===== config.mk =====
export PLATFORM = sky130hd
export DESIGN_NAME = crc_gen_flat
export DESIGN_NICKNAME = d
export VERILOG_FILES = /design/src/rtl/crc_gen_pkg.sv /design/src/rtl/crc_gen_if.sv /design/src/rtl/crc_gen_lfsr.sv /design/src/rtl/crc_gen.sv /design/src/flat_wrapper.sv
export SDC_FILE = /design/constraint.sdc
export NUM_CORES = 1
export LEC_CHECK = 0
export BUFFER_PORTS_ARGS = -buffer_cell sky130_fd_sc_hd__buf_4
export CAP_MARGIN = 20
export CORE_MARGIN = 1
export CORE_UTILIZATION = 48
export DETAILED_ROUTE_END_ITERATION = 8
export PLACE_DENSITY = 0.76
export SYNTH_ARGS = -nofsm -noshare
export SYNTH_HDL_FRONTEND = slang
export SYNTH_SLANG_ARGS = --single-unit

===== constraint.sdc =====
create_clock -name clk -period 2.1 [get_ports clk]
set_clock_uncertainty 0.1 [all_clocks]
set_input_delay 0.315 -clock clk [delete_from_list [all_inputs] [get_ports clk]]
set_output_delay 0.315 -clock clk [all_outputs]
set_load 0.01 [all_outputs]

===== src/rtl/crc_gen_pkg.sv =====
// ============================================================================
// Module      : crc_gen_pkg
// Description : Shared types and constants for the serial CRC stage
//               (packet types, field lengths, CRC polynomials/residuals,
//               crc_gen state encodings).
// Revision    : 1.0 - initial release
// ============================================================================
`default_nettype none

package crc_gen_pkg;

  // Packet-type encodings shared with the bit-stream encoder
  typedef enum logic [1:0] {
    PKT_NONE   = 2'b00,
    PKT_TOKEN  = 2'b01,
    PKT_HSHAKE = 2'b10,
    PKT_DATA   = 2'b11
  } pkt_type_e;

  // Pass-through field lengths (bits never enter the CRC)
  localparam int SYNC_BITS = 8;
  localparam int PID_BITS  = 8;

  // CRC generators and the residuals a receiver sees over payload+CRC
  localparam int          CRC5_W         = 5;
  localparam int          CRC16_W        = 16;
  localparam logic [4:0]  CRC5_POLY      = 5'b00101;
  localparam logic [15:0] CRC16_POLY     = 16'h8005;
  localparam logic [4:0]  CRC5_RESIDUAL  = 5'b01100;
  localparam logic [15:0] CRC16_RESIDUAL = 16'h800D;

  // crc_gen state encodings
  localparam logic [2:0] ST_IDLE     = 3'd0;
  localparam logic [2:0] ST_SYNC     = 3'd1;
  localparam logic [2:0] ST_PID      = 3'd2;
  localparam logic [2:0] ST_BODY     = 3'd3;
  localparam logic [2:0] ST_APPEND   = 3'd4;
  localparam logic [2:0] ST_WAIT_END = 3'd5;

endpackage

`default_nettype wire


===== src/rtl/crc_gen_if.sv =====
// ============================================================================
// Module      : crc_gen_if
// Description : Serial packet bus between encoder, CRC stage and bit stuffer.
//               master = stream source/sink environment, slave = crc_gen.
// Revision    : 1.0 - initial release
// ============================================================================
`default_nettype none

interface crc_gen_if;

  logic [1:0] pkt_in;
  logic       endr;
  logic       s_in;
  logic       s_out;
  logic       s_valid;
  logic       pkt_end;
  logic       busy;

  modport master (
    output pkt_in,
    output endr,
    output s_in,
    input  s_out,
    input  s_valid,
    input  pkt_end,
    input  busy
  );

  modport slave (
    input  pkt_in,
    input  endr,
    input  s_in,
    output s_out,
    output s_valid,
    output pkt_end,
    output busy
  );

endinterface

`default_nettype wire


===== src/rtl/crc_gen_lfsr.sv =====
// ============================================================================
// Module      : crc_lfsr
// Description : Serial CRC LFSR, MSB-first feedback, parameterised width and
//               generator polynomial. ld_init reloads the seed, en shifts din.
// Revision    : 1.0 - initial release
// ============================================================================
`default_nettype none

module crc_lfsr #(
  parameter int           W    = 5,
  parameter logic [W-1:0] POLY = '0,
  parameter logic [W-1:0] INIT = '1
) (
  input  logic         clk,
  input  logic         rst_n,
  input  logic         ld_init,
  input  logic         en,
  input  logic         din,
  output logic [W-1:0] q
);

  logic w_fb;

  assign w_fb = din ^ q[W-1];

  // Seed on reload, otherwise shift one bit per enabled cycle
  always_ff @(posedge clk or negedge rst_n) begin
    if (!rst_n) begin
      q <= INIT;
    end else if (ld_init) begin
      q <= INIT;
    end else if (en) begin
      q <= {q[W-2:0], 1'b0} ^ (w_fb ? POLY : '0);
    end
  end

endmodule

`default_nettype wire


===== src/rtl/crc_gen.sv =====
// ============================================================================
// Module      : crc_gen
// Description : Serial CRC stage. Forwards SYNC/PID/payload with one cycle of
//               latency, computes CRC5 (token) or CRC16 (data) over the
//               payload, appends the complemented CRC MSB first directly after
//               the last payload bit and then pulses pkt_end.
//               Optional build macro: CRC_ERR_INJECT_EN adds input crc_corrupt,
//               which inverts the final appended CRC bit.
// Revision    : 1.0 - initial release
// ============================================================================
`default_nettype none

module crc_gen
  import crc_gen_pkg::*;
(
  input  logic       clk,
  input  logic       rst_n,
`ifdef CRC_ERR_INJECT_EN
  input  logic       crc_corrupt,
`endif
  crc_gen_if.slave   bus
);

  localparam logic [4:0] c_sync_last  = 5'(SYNC_BITS - 1);
  localparam logic [4:0] c_pid_last   = 5'(PID_BITS - 1);
  localparam logic [4:0] c_crc5_last  = 5'(CRC5_W - 1);
  localparam logic [4:0] c_crc16_last = 5'(CRC16_W - 1);

  logic [2:0]  r_state;
  pkt_type_e   r_type;
  logic [4:0]  r_cnt;
  logic        r_s_out;
  logic        r_s_valid;
  logic        r_pkt_end;
  logic        r_wait_first;
  logic        r_corrupt;
  logic [15:0] r_shift;

  logic        w_start;
  logic        w_en5;
  logic        w_en16;
  logic [4:0]  w_crc5;
  logic [15:0] w_crc16;
  logic [15:0] w_crc_out;
  logic        w_append_last;
  logic        w_corrupt;

`ifdef CRC_ERR_INJECT_EN
  assign w_corrupt = crc_corrupt;
`else
  assign w_corrupt = 1'b0;
`endif

  assign w_start = (r_state == ST_IDLE) && (bus.pkt_in != PKT_NONE);
  assign w_en5   = (r_state == ST_BODY) && !bus.endr && (r_type == PKT_TOKEN);
  assign w_en16  = (r_state == ST_BODY) && !bus.endr && (r_type == PKT_DATA);

  // Complemented CRC left-aligned so both widths shift out of bit 15
  assign w_crc_out = (r_type == PKT_TOKEN) ? {~w_crc5, 11'b0} : ~w_crc16;

  assign w_append_last = (r_type == PKT_TOKEN) ? (r_cnt == c_crc5_last)
                                               : (r_cnt == c_crc16_last);

  crc_lfsr #(
    .W    (CRC5_W),
    .POLY (CRC5_POLY)
  ) u_crc5 (
    .clk     (clk),
    .rst_n   (rst_n),
    .ld_init (w_start),
    .en      (w_en5),
    .din     (bus.s_in),
    .q       (w_crc5)
  );

  crc_lfsr #(
    .W    (CRC16_W),
    .POLY (CRC16_POLY)
  ) u_crc16 (
    .clk     (clk),
    .rst_n   (rst_n),
    .ld_init (w_start),
    .en      (w_en16),
    .din     (bus.s_in),
    .q       (w_crc16)
  );

  // Packet sequencer; all stream outputs are registered here
  always_ff @(posedge clk or negedge rst_n) begin
    if (!rst_n) begin
      r_state      <= ST_IDLE;
      r_type       <= PKT_NONE;
      r_cnt        <= 5'd0;
      r_s_out      <= 1'b0;
      r_s_valid    <= 1'b0;
      r_pkt_end    <= 1'b0;
      r_wait_first <= 1'b0;
      r_corrupt    <= 1'b0;
      r_shift      <= 16'h0;
    end else begin
      // pkt_end trails WAIT_END entry by one cycle so it follows the last bit
      r_pkt_end    <= r_wait_first;
      r_wait_first <= 1'b0;
      r_s_valid    <= 1'b0;
      r_s_out      <= 1'b0;
      case (r_state)
        ST_IDLE: begin
          if (w_start) begin
            r_type    <= pkt_type_e'(bus.pkt_in);
            r_cnt     <= 5'd0;
            r_corrupt <= 1'b0;
            r_state   <= ST_SYNC;
          end
        end
        ST_SYNC: begin
          if (bus.endr) begin
            r_cnt        <= 5'd0;
            r_wait_first <= 1'b1;
            r_state      <= ST_WAIT_END;
          end else begin
            r_s_out   <= bus.s_in;
            r_s_valid <= 1'b1;
            if (r_cnt == c_sync_last) begin
              r_cnt   <= 5'd0;
              r_state <= ST_PID;
            end else begin
              r_cnt <= r_cnt + 5'd1;
            end
          end
        end
        ST_PID: begin
          if (bus.endr) begin
            r_cnt        <= 5'd0;
            r_wait_first <= 1'b1;
            r_state      <= ST_WAIT_END;
          end else begin
            r_s_out   <= bus.s_in;
            r_s_valid <= 1'b1;
            if (r_cnt == c_pid_last) begin
              r_cnt <= 5'd0;
              if (r_type == PKT_HSHAKE) begin
                r_wait_first <= 1'b1;
                r_state      <= ST_WAIT_END;
              end else begin
                r_state <= ST_BODY;
              end
            end else begin
              r_cnt <= r_cnt + 5'd1;
            end
          end
        end
        ST_BODY: begin
          if (bus.endr) begin
            // First CRC bit leaves now so it abuts the last payload bit
            r_s_out   <= w_crc_out[15];
            r_s_valid <= 1'b1;
            r_shift   <= {w_crc_out[14:0], 1'b0};
            r_cnt     <= 5'd1;
            r_corrupt <= w_corrupt;
            r_state   <= ST_APPEND;
          end else begin
            r_s_out   <= bus.s_in;
            r_s_valid <= 1'b1;
          end
        end
        ST_APPEND: begin
          r_s_valid <= 1'b1;
          r_shift   <= {r_shift[14:0], 1'b0};
          if (w_append_last) begin
            r_s_out      <= r_shift[15] ^ r_corrupt;
            r_cnt        <= 5'd0;
            r_wait_first <= 1'b1;
            r_state      <= ST_WAIT_END;
          end else begin
            r_s_out <= r_shift[15];
            r_cnt   <= r_cnt + 5'd1;
          end
        end
        ST_WAIT_END: begin
          if (!bus.endr) begin
            r_state <= ST_IDLE;
          end
        end
        default: begin
          r_state <= ST_IDLE;
        end
      endcase
    end
  end

  assign bus.s_out   = r_s_out;
  assign bus.s_valid = r_s_valid;
  assign bus.pkt_end = r_pkt_end;
  assign bus.busy    = (r_state != ST_IDLE);

endmodule

`default_nettype wire


===== src/flat_wrapper.sv =====
// flat-port wrapper written by rule: the top's interface ports become plain ports
module crc_gen_flat import crc_gen_pkg::*;
  (clk, rst_n, bus_pkt_in, bus_endr, bus_s_in, bus_s_out, bus_s_valid, bus_pkt_end, bus_busy);
  crc_gen_if bus_i ();
  input  logic clk;
  input  logic rst_n;
  input wire logic [$bits(bus_i.pkt_in)-1:0] bus_pkt_in;
  input wire logic [$bits(bus_i.endr)-1:0] bus_endr;
  input wire logic [$bits(bus_i.s_in)-1:0] bus_s_in;
  output wire logic [$bits(bus_i.s_out)-1:0] bus_s_out;
  output wire logic [$bits(bus_i.s_valid)-1:0] bus_s_valid;
  output wire logic [$bits(bus_i.pkt_end)-1:0] bus_pkt_end;
  output wire logic [$bits(bus_i.busy)-1:0] bus_busy;
  assign bus_i.pkt_in = bus_pkt_in;
  assign bus_i.endr = bus_endr;
  assign bus_i.s_in = bus_s_in;
  assign bus_s_out = bus_i.s_out;
  assign bus_s_valid = bus_i.s_valid;
  assign bus_pkt_end = bus_i.pkt_end;
  assign bus_busy = bus_i.busy;
  crc_gen u_core (.clk(clk), .rst_n(rst_n), .bus(bus_i));
endmodule

==> run_results.csv, run 1 <==
group,metric,value,unit
synthesis,yosys_warnings,0,
setup_path,crit_path_cell_trace,"nor2b_2 > or4b_4 > a32oi_2 > buf_4 > a2bb2oi_2 > o21ai_1",
flow_run,max-cap-violations,0,
timing,period_needed,1.95,ns
placement,placed_area,2730,sq um
synthesis,yosys.area.top_type_share,28.4,%
floorplanning,fp.dieArea,5610,sq um
synthesis,muxShareOfSynthArea,0.785,%
outcome,status,"complete, no violations",
power,ir_drop,0.000781,V
cells_and_area,final_net_count,307,
synthesis,synthTopCellsByArea,"dfrtp_1 28%, dfstp_2 22%, nand2_1 8.7%",
synthesis,synthSimpleGateAreaFrac,25.8,%
floorplanning,die_h,74.9,um
synthesis,synth_top_family_by_area,"simple AND/OR/NAND/NOR gates",
detailed_routing,wl_per_cell,13.8,um
synthesis,syn_inst,288,
placement,gp_congestion,0.910,
detailed_routing,ant_nets,0,
synthesis,synthAdderAreaFrac,0.490,%
power,p_leak,1.21,nW
cells_and_area,antenna_cells,0,
global_route,grt_usage,20.1,%
timing,rsz0062_at_grt,"no",
timing,clock.fmax,512,MHz
placement,port_buffers,9,
floorplanning,core,5110,sq um
synthesis,synth_edf_count,0,
detailed_routing,drtPass1Iterations,4,
detailed_routing,finalWirelength,5120,um
setup_path,crit_type,"reg2reg",
synthesis,yosys.cell_types.count,43,
setup_path,arrival,2.05,ns
global_route,overflow,0,
floorplanning,pin_count,10,
synthesis,synthTopCellsByCount,"59 x nand2_1, 29 x dfrtp_1, 29 x nand3_1",
global_route,first_global_vias,1785,
cells_and_area,area_growth,11.9,%
global_route,antenna_found_initial,0,
synthesis,async_flop_share,100,%
detailed_routing,vias,2044,
setup_path,cp.required,2.19,ns
detailed_routing,viasPerCell,5.51,
clock_network,cts_sinks,50,
cells_and_area,fill_cells,468,
setup_path,cp-end-kind,"register",
cells_and_area,drive_gt1_share,21.3,%
synthesis,avgSynthCellArea,8.86,sq um
clock_network,cts_tree,"yes",
clock_network,cts_buffers,5,
clock_network,h-tree-depth,2,
detailed_routing,drc,0,
timing,finalSetupTns,0,ns
global_route,grt_max_degree,51,
floorplanning,fp-row-count,26,
timing,period_share,93.0,%
clock_network,cts-root-buf,"clkbuf_8",
cells_and_area,fin_area,2850,sq um
detailed_routing,drtIter0Drc,182,
synthesis,synth.most_common_cell,"nand2_1",
synthesis,synthesis.nets,295,
synthesis,synth_top_area_cell,"dfrtp_1",
synthesis,synth-compound-area-share,16.9,%
clock_network,post_cts_buffers,0,
synthesis,synth_ff_type,"dfrtp_1",
setup_path,max_stage_delay,0.54,ns
floorplanning,die_w,74.9,um
clock_network,clk_pin_slew_worst_paths,0.09,ns
setup_path,worstPathMaxFanout,5,
placement,hpwlAfterDp,3450,um
global_route,grt_pass1_wl,8460,um
timing,tightestPinTransition,0.608,ns
worst_hold_path,hp-class,"in2reg",
synthesis,ys_ff_latch,50,
clock_network,clk_latency,0.31,ns
synthesis,syn-cell-area,2550,sq um
setup_path,startpoint_type,"register",
timing,slew_viol_final,0,
power,powerDensity,1350,nW/um^2
timing,setup_viol,0,
setup_path,cp_slowest_cell,"or4b_4",
timing,slew-limit-headroom,59.5,%
synthesis,yosysSeqAreaShare,50.1,%
clock_network,clock_path_buffers,2,
synthesis,synth-xor-area-share,2.06,%
timing,finalHoldViolCount,0,
floorplanning,initial_utilization,50.0,%
critical path, delay by kind of cell (launching register included):
| kind | cells | cell delay (ns) |
|---|---|---|
| buffers and inverters | 1 | 0.17 |
| AOI/OAI and AO/OA | 3 | 0.41 |
| and+or+nand+nor | 2 | 0.72 |
| DFF | 1 | 0.43 |
final timing paths:
path | from | to | slack [ns] | depth (start not counted)
min in group asynchronous | rst_n | u_core.r_shift[7] | 0.46 | 2
setup / recovery | u_core.r_type[0] | u_core.r_cnt[3] | 0.15 | 6
hold / removal | bus_pkt_in[0] | u_core.r_type[0] | 0.17 | 3
hold reg to reg | u_core.r_wait_first | u_core.bus.pkt_end | 0.26 | 0
max in group asynchronous | rst_n | u_core.r_cnt[4] | 1.03 | 2
setup reg to reg | u_core.r_type[0] | u_core.r_cnt[3] | 0.15 | 6
per-stage QoR:
step	setup WS, ns	total power [W]	hold slack (ns)	std cells	utilization [%]
4_1_cts	0.0964	0.00383	0.159	371	55.5
3_5_place_dp	0.106	0.00325	0.237	362	53.5
3_3_place_gp	0.191	0.00318	0.236	362	53.5
6_report	0.148	0.00385	0.173	371	55.9
5_1_grt	0.0130	0.00414	0.181	371	55.9
2_1_floorplan	0.213	0.00279	-0.0806	288	-
final cells by class:
type	count	area, sq um	area share (%)
well taps	70	87.6	3.07
repair buffers	22	180	6.31
clock buffers	5	68.8	2.41
multi-input cells	215	1190	41.8
clock inverters	3	23.8	0.833
inverters	6	22.5	0.789
flip-flops and latches	50	1280	44.8
routing by layer:
layer  track usage (%)  routed length, um  vias up
met2              29.6               2270       39
met3              3.61                200       10
met4              8.39                102        0
met5                 0                  0        -
met1              29.1               2550      964
li1                  -                  -     1031
cells in the final DEF, fill, tap and decap left out, types with 2 or more instances in the layout:
master,Yosys,layout
a211oi_1,5,5
nand2b_1,2,2
a21oi_1,25,25
nor3_1,14,14
inv_2,4,4
o21ai_0,23,22
dfrtp_1,29,29
o211ai_1,3,3
mux2i_1,2,2
nand2_1,59,59
nand3_1,29,29
clkbuf_8,0,5
nor3_2,2,2
xnor2_1,4,4
clkinvlp_4,0,2
nor2_1,12,11
xor2_1,2,2
nor2b_1,7,6
inv_1,2,2
o21ai_1,5,6
buf_4,1,20
dfstp_2,21,21
a22o_1,2,2
power by group:
group          internal (W)  switching (W)  total, W
combinational      0.000618       0.000864   0.00148
clock              0.000239       0.000339  0.000577
sequential          0.00146       0.000334   0.00179
total               0.00231        0.00154   0.00385
flip-flops by register name (all words and copies together) (netlist names):
name,count
u_core.r_wait_first,1
u_core.r_cnt,5
u_core.u_crc5.q,5
u_core.r_state,3
u_core.r_type,2
u_core.r_shift,15
u_core.bus.s_out,1
u_core.bus.s_valid,1
u_core.bus.pkt_end,1
u_core.u_crc16.q,16
cells by family (layout without fill, tap and decap cells):
group | count (synthesis) | after routing
XOR/XNOR | 6 | 6
AND/OR/NAND/NOR | 135 | 135
multiplexers | 2 | 2
adder cells (fa/ha/maj) | 1 | 1
buffers and inverters | 23 | 36
AO/OA/AOI/OAI | 71 | 71
flip-flops | 50 | 50
repair_timing:
item / in CTS / in global routing
hold endpoints to repair: 29 / 0
hold buffers: 1 / 0
setup endpoints to repair: 0 / 2
resized for setup: 0 / 3
Power figures use the tool's default switching activity.
==> run 2: changes to the inputs <==
REMOVE_ABC_BUFFERS = 1   (was unset)
==> run 2 against run 1 <==
Compared with the run above:
- sequential share of layout area decreased by 0.29 points
- hold slack worse by 0.0059 ns
- maximum frequency down 0.14%
- critical path type unchanged
==> run_results.csv, run 2 (synthesis results as in run 1) <==
group,metric,value,unit
timing,tightestPinTransition,0.615,ns
floorplanning,core,5110,sq um
clock_network,cts-root-buf,"clkbuf_8",
detailed_routing,drc,0,
detailed_routing,drtPass1Iterations,4,
detailed_routing,viasPerCell,5.64,
placement,dp_slack,0.128,ns
power,total_power,0.00397,W
global_route,grt_usage,21.4,%
power,powerDensity,1380,nW/um^2
flow_run,max-cap-violations,0,
setup_path,cp-end-kind,"register",
global_route,antenna_found_initial,0,
clock_network,clk_pin_slew_worst_paths,0.10,ns
cells_and_area,fin_util,56.2,%
clock_network,clk_latency,0.30,ns
timing,period_share,93.1,%
setup_path,crit_type,"reg2reg",
detailed_routing,wl_per_cell,13.8,um
setup_path,worstPathMaxFanout,5,
placement,port_buffers,9,
timing,rsz0062_at_grt,"no",
cells_and_area,antenna_cells,0,
power,ir_drop,0.000632,V
outcome,status,"complete, no violations",
global_route,overflow,0,
setup_path,crit_path_cell_trace,"nor2b_2 > or4b_4 > a32oi_2 > buf_4 > a2bb2oi_2 > o21ai_1",
timing,worst_slack,0.145,ns
setup_path,arrival,2.04,ns
worst_hold_path,whs_path_depth,3,
setup_path,max_stage_delay,0.53,ns
setup_path,worstRegToRegCells,6,
floorplanning,fp.dieArea,5610,sq um
timing,clock.fmax,512,MHz
cells_and_area,final_net_count,310,
floorplanning,initial_utilization,50.0,%
cells_and_area,final_common_cell,"nand2_1",
setup_path,cp.required,2.19,ns
clock_network,clock_path_buffers,2,
clock_network,h-tree-depth,2,
global_route,grt_max_degree,51,
timing,slew_viol_final,0,
placement,gp_congestion,0.904,
timing,finalHoldViolCount,0,
setup_path,startpoint_type,"register",
cells_and_area,largest_registers,"u_core.u_crc16.q: 16 flops, u_core.r_shift: 15 flops",
cells_and_area,largest_reg_flops,16,
clock_network,cts_buffers,5,
floorplanning,pin_count,10,
cells_and_area,drive_gt1_share,22.0,%
detailed_routing,drtIter0Drc,140,
placement,hpwlAfterDp,3580,um
timing,period_needed,1.95,ns
power,p_leak,1.23,nW
timing,setup_viol,0,
worst_hold_path,hp-class,"in2reg",
global_route,first_global_vias,2012,
detailed_routing,vias,2109,
detailed_routing,ant_nets,0,
cells_and_area,area_growth,12.6,%
floorplanning,fp-row-count,26,
clock_network,cts_tree,"yes",
setup_path,cp_slowest_cell,"or4b_4",
timing,finalSetupTns,0,ns
floorplanning,die_w,74.9,um
floorplanning,die_h,74.9,um
cells_and_area,final_cell_mix,"59 x nand2_1, 29 x nand3_1, 29 x dfrtp_1, 25 x a21oi_1, 24 x buf_4",
clock_network,cts_sinks,50,
detailed_routing,finalWirelength,5160,um
timing,slew-limit-headroom,59.0,%
cells_and_area,max_flop_register,"u_core.u_crc16.q",
clock_network,post_cts_buffers,0,
global_route,grt_pass1_wl,9060,um
run 2: what timing repair did:
item / CTS / global route
hold endpoints to repair: 29 / 0
setup endpoints to repair: 0 / 1
resized for setup: 0 / 1
hold buffers: 1 / 0
run 2: where the power goes:
group	switching, W	internal [W]	total (W)
clock network	0.000341	0.000364	0.000705
logic	0.000860	0.000623	0.00148
registers	0.000322	0.00146	0.00178
run 2: final timing paths:
kind,startpoint,end,slack (ns)
worst max-delay path,u_core.r_type[0],u_core.r_cnt[3],0.15
worst min-delay path,bus_pkt_in[0],u_core.r_type[0],0.17
worst max register to register,u_core.r_type[0],u_core.r_cnt[3],0.15
worst min register to register,u_core.r_wait_first,u_core.bus.pkt_end,0.26
max in group asynchronous,rst_n,u_core.r_cnt[4],1.02
min in group asynchronous,rst_n,u_core.r_shift[1],0.46
run 2: metal layers:
| metal | track usage (%) | wire length, um |
|---|---|---|
| met1 | 27.7 | 2510 |
| met2 | 36.4 | 2450 |
| met3 | 3.75 | 143 |
| met4 | 7.13 | 59 |
| met5 | 0 | 0 |
run 2: critical path, delay by kind of cell, from the launching register on:
kind	cells	cell delay [ns]
flip-flops	1	0.43
buffers and inverters	1	0.16
AND/OR/NAND/NOR	2	0.71
AO/OA/AOI/OAI	3	0.43
run 2: final cells by class:
class                           instances  area [sq um]
Clock buffer                            5          68.8
Clock inverter                          3          47.5
Fill cell                             468          2230
Inverter                                6          22.5
Multi-Input combinational cell        215          1180
Sequential cell                        50          1280
Tap cell                               70          87.6
Timing Repair Buffer                   25           190
run 2: per-stage QoR:
step / instance area (sq um) / std cells / hold slack (ns)
5_1_grt: 2870 / 374 / 0.187
4_1_cts: 2870 / 374 / 0.155
2_1_floorplan: 2470 / 271 / -0.0806
3_3_place_gp: 2740 / 365 / 0.232
6_report: 2870 / 374 / 0.167
3_5_place_dp: 2740 / 365 / 0.245
==> run 3: changes to the inputs <==
CORE_MARGIN = 8   (was 1)
CTS_BUF_LIST = sky130_fd_sc_hd__clkbuf_8 sky130_fd_sc_hd__clkbuf_16   (was unset)
==> run 3 against run 2 <==
Compared with the run above:
- sequential cell count did not move
- maximum frequency down 1.8%
- first-iteration DRC count is 5.7% lower
- largest cell class unchanged
- largest power group unchanged
- register-to-register slack lost 0.04 ns
==> run_results.csv, run 3 (synthesis results as in run 1) <==
group,metric,value,unit
cells_and_area,fin_util,56.3,%
clock_network,clock_path_buffers,2,
placement,gp_congestion,0.881,
outcome,status,"complete, no violations",
clock_network,cts-root-buf,"clkbuf_8",
setup_path,worstPathMaxFanout,5,
worst_hold_path,holdPathEnd,"u_core.r_type[1]",
clock_network,h-tree-depth,2,
clock_network,clk_pin_slew_worst_paths,0.09,ns
detailed_routing,drtPass1Iterations,4,
power,p_switching,0.00156,W
flow_run,max-cap-violations,0,
clock_network,cts_sinks,50,
detailed_routing,viasPerCell,5.64,
floorplanning,die_h,88.9,um
cells_and_area,multiInputGateArea,1180,sq um
worst_hold_path,hp-class,"in2reg",
floorplanning,fp.dieArea,7900,sq um
setup_path,arrival,2.08,ns
placement,hpwlAfterDp,3730,um
placement,dp_slack,0.129,ns
floorplanning,fp-row-count,26,
cells_and_area,area_growth,12.7,%
timing,setup_viol,0,
cells_and_area,fill_cells,483,
power,intPower,0.00244,W
timing,tightestPinTransition,0.618,ns
placement,port_buffers,9,
timing,finalHoldViolCount,0,
setup_path,r2r-end,"u_core.r_cnt[3]",
power,p_clk_share,17.8,%
power,combPwrFrac,37.7,%
timing,period_share,94.8,%
floorplanning,pin_count,10,
global_route,grt_max_degree,51,
floorplanning,initial_utilization,50.0,%
timing,slew-limit-headroom,58.8,%
timing,slew_viol_final,0,
power,ir_drop,0.000795,V
setup_path,cp-end-kind,"register",
power,swShare,38.9,%
cells_and_area,final_common_cell,"nand2_1",
cells_and_area,final_cell_mix,"59 x nand2_1, 29 x nand3_1, 29 x dfrtp_1, 25 x a21oi_1, 24 x buf_4",
cells_and_area,max_flop_register,"u_core.u_crc16.q",
power,powerDensity,1390,nW/um^2
setup_path,r2r_slack,0.11,ns
cells_and_area,drive_gt1_share,22.0,%
timing,clock.fmax,503,MHz
global_route,grt_use_met1,20.9,%
timing,finalSetupTns,0,ns
detailed_routing,drc,0,
power,pwr-share-seq,44.6,%
floorplanning,die_w,88.9,um
setup_path,crit_type,"reg2reg",
cells_and_area,final_net_count,310,
setup_path,r2r_start,"u_core.r_type[0]",
timing,worst_slack,0.110,ns
global_route,grt_busiest_layer,"met2",
global_route,first_global_vias,2048,
clock_network,clk_latency,0.31,ns
setup_path,worstRegToRegCells,6,
clock_network,cts_tree,"yes",
floorplanning,core,5110,sq um
cells_and_area,largest_reg_flops,16,
clock_network,cts_buffers,5,
global_route,grt_use_met2,24.5,%
worst_hold_path,whs_path_depth,3,
global_route,grt_pass1_wl,9740,um
global_route,overflow,0,
power,p_leak,1.22,nW
cells_and_area,seq_area,1280,sq um
timing,rsz0062_at_grt,"no",
detailed_routing,wl_per_cell,14.8,um
worst_hold_path,hp-start,"bus_pkt_in[1]",
global_route,grt_usage,15.7,%
detailed_routing,drtIter0Drc,132,
detailed_routing,ant_nets,0,
global_route,grt_use_met3,3.03,%
cells_and_area,antenna_cells,0,
detailed_routing,vias,2111,
cells_and_area,largest_registers,"u_core.u_crc16.q: 16 flops, u_core.r_shift: 15 flops",
global_route,antenna_found_initial,0,
setup_path,startpoint_type,"register",
setup_path,cp.required,2.19,ns
detailed_routing,finalWirelength,5520,um
timing,period_needed,1.99,ns
==> run 3: final cells by class <==
cell class | instances | share of cell area, %
Tap cell | 70 | 3.05
Timing Repair Buffer | 25 | 6.62
Multi-Input combinational cell | 215 | 41.0
Clock inverter | 3 | 1.70
Inverter | 6 | 0.784
Sequential cell | 50 | 44.4
Clock buffer | 5 | 2.39
==> run 3: power groups by stage <==
stage	clock, W	combinational (W)	sequential (W)
after floorplan	0	0.000967	0.00176
after global placement	0	0.00147	0.00177
after detailed placement	0	0.00150	0.00179
after CTS	0.000723	0.00151	0.00178
after global routing	0.000766	0.00168	0.00185
final	0.000709	0.00150	0.00178
==> run 3: worst max-delay path by stage <==
| stage | to | from | cells after the start |
|---|---|---|---|
| after floorplan | u_core.r_cnt[3] | u_core.r_type[1] | 5 |
| after global placement | u_core.r_cnt[3] | u_core.r_type[0] | 6 |
| after detailed placement | u_core.r_cnt[3] | u_core.r_type[0] | 6 |
| after CTS | u_core.r_cnt[3] | u_core.r_type[0] | 6 |
| after global routing | u_core.r_cnt[3] | u_core.r_type[0] | 6 |
| final | u_core.r_cnt[3] | u_core.r_type[0] | 6 |
==> run 3: metrics by stage <==
step | total power (W) | hold WS, ns | instances | cell area, sq um
after detailed placement | 0.00329 | 0.247 | 365 | 2740
final | 0.00400 | 0.175 | 374 | 2870
after CTS | 0.00401 | 0.159 | 374 | 2870
after global routing | 0.00430 | 0.179 | 374 | 2870
after floorplan | 0.00272 | -0.0806 | 271 | 2470
after global placement | 0.00324 | 0.232 | 365 | 2740
==> run 3: metal layers <==
metal  routed length (um)  part of all wire, %
met1                 2670                   48
met2                 2580                   47
met4                   55                  1.0
met5                    0                    0
met3                  218                  3.9
==> run 3: what timing repair did <==
item,in CTS,in global routing
gates resized for setup,0,1
hold buffers,1,0
buffers inserted,0,0
hold endpoints to repair,29,0
endpoints found under the setup margin,0,1
==> run 3: critical path: stages, from the launching register on <==
cell       delay [ns]
dfrtp_1          0.44
nor2b_2          0.19
or4b_4           0.53
a32oi_2          0.27
buf_4            0.17
a2bb2oi_2        0.12
o21ai_1          0.07
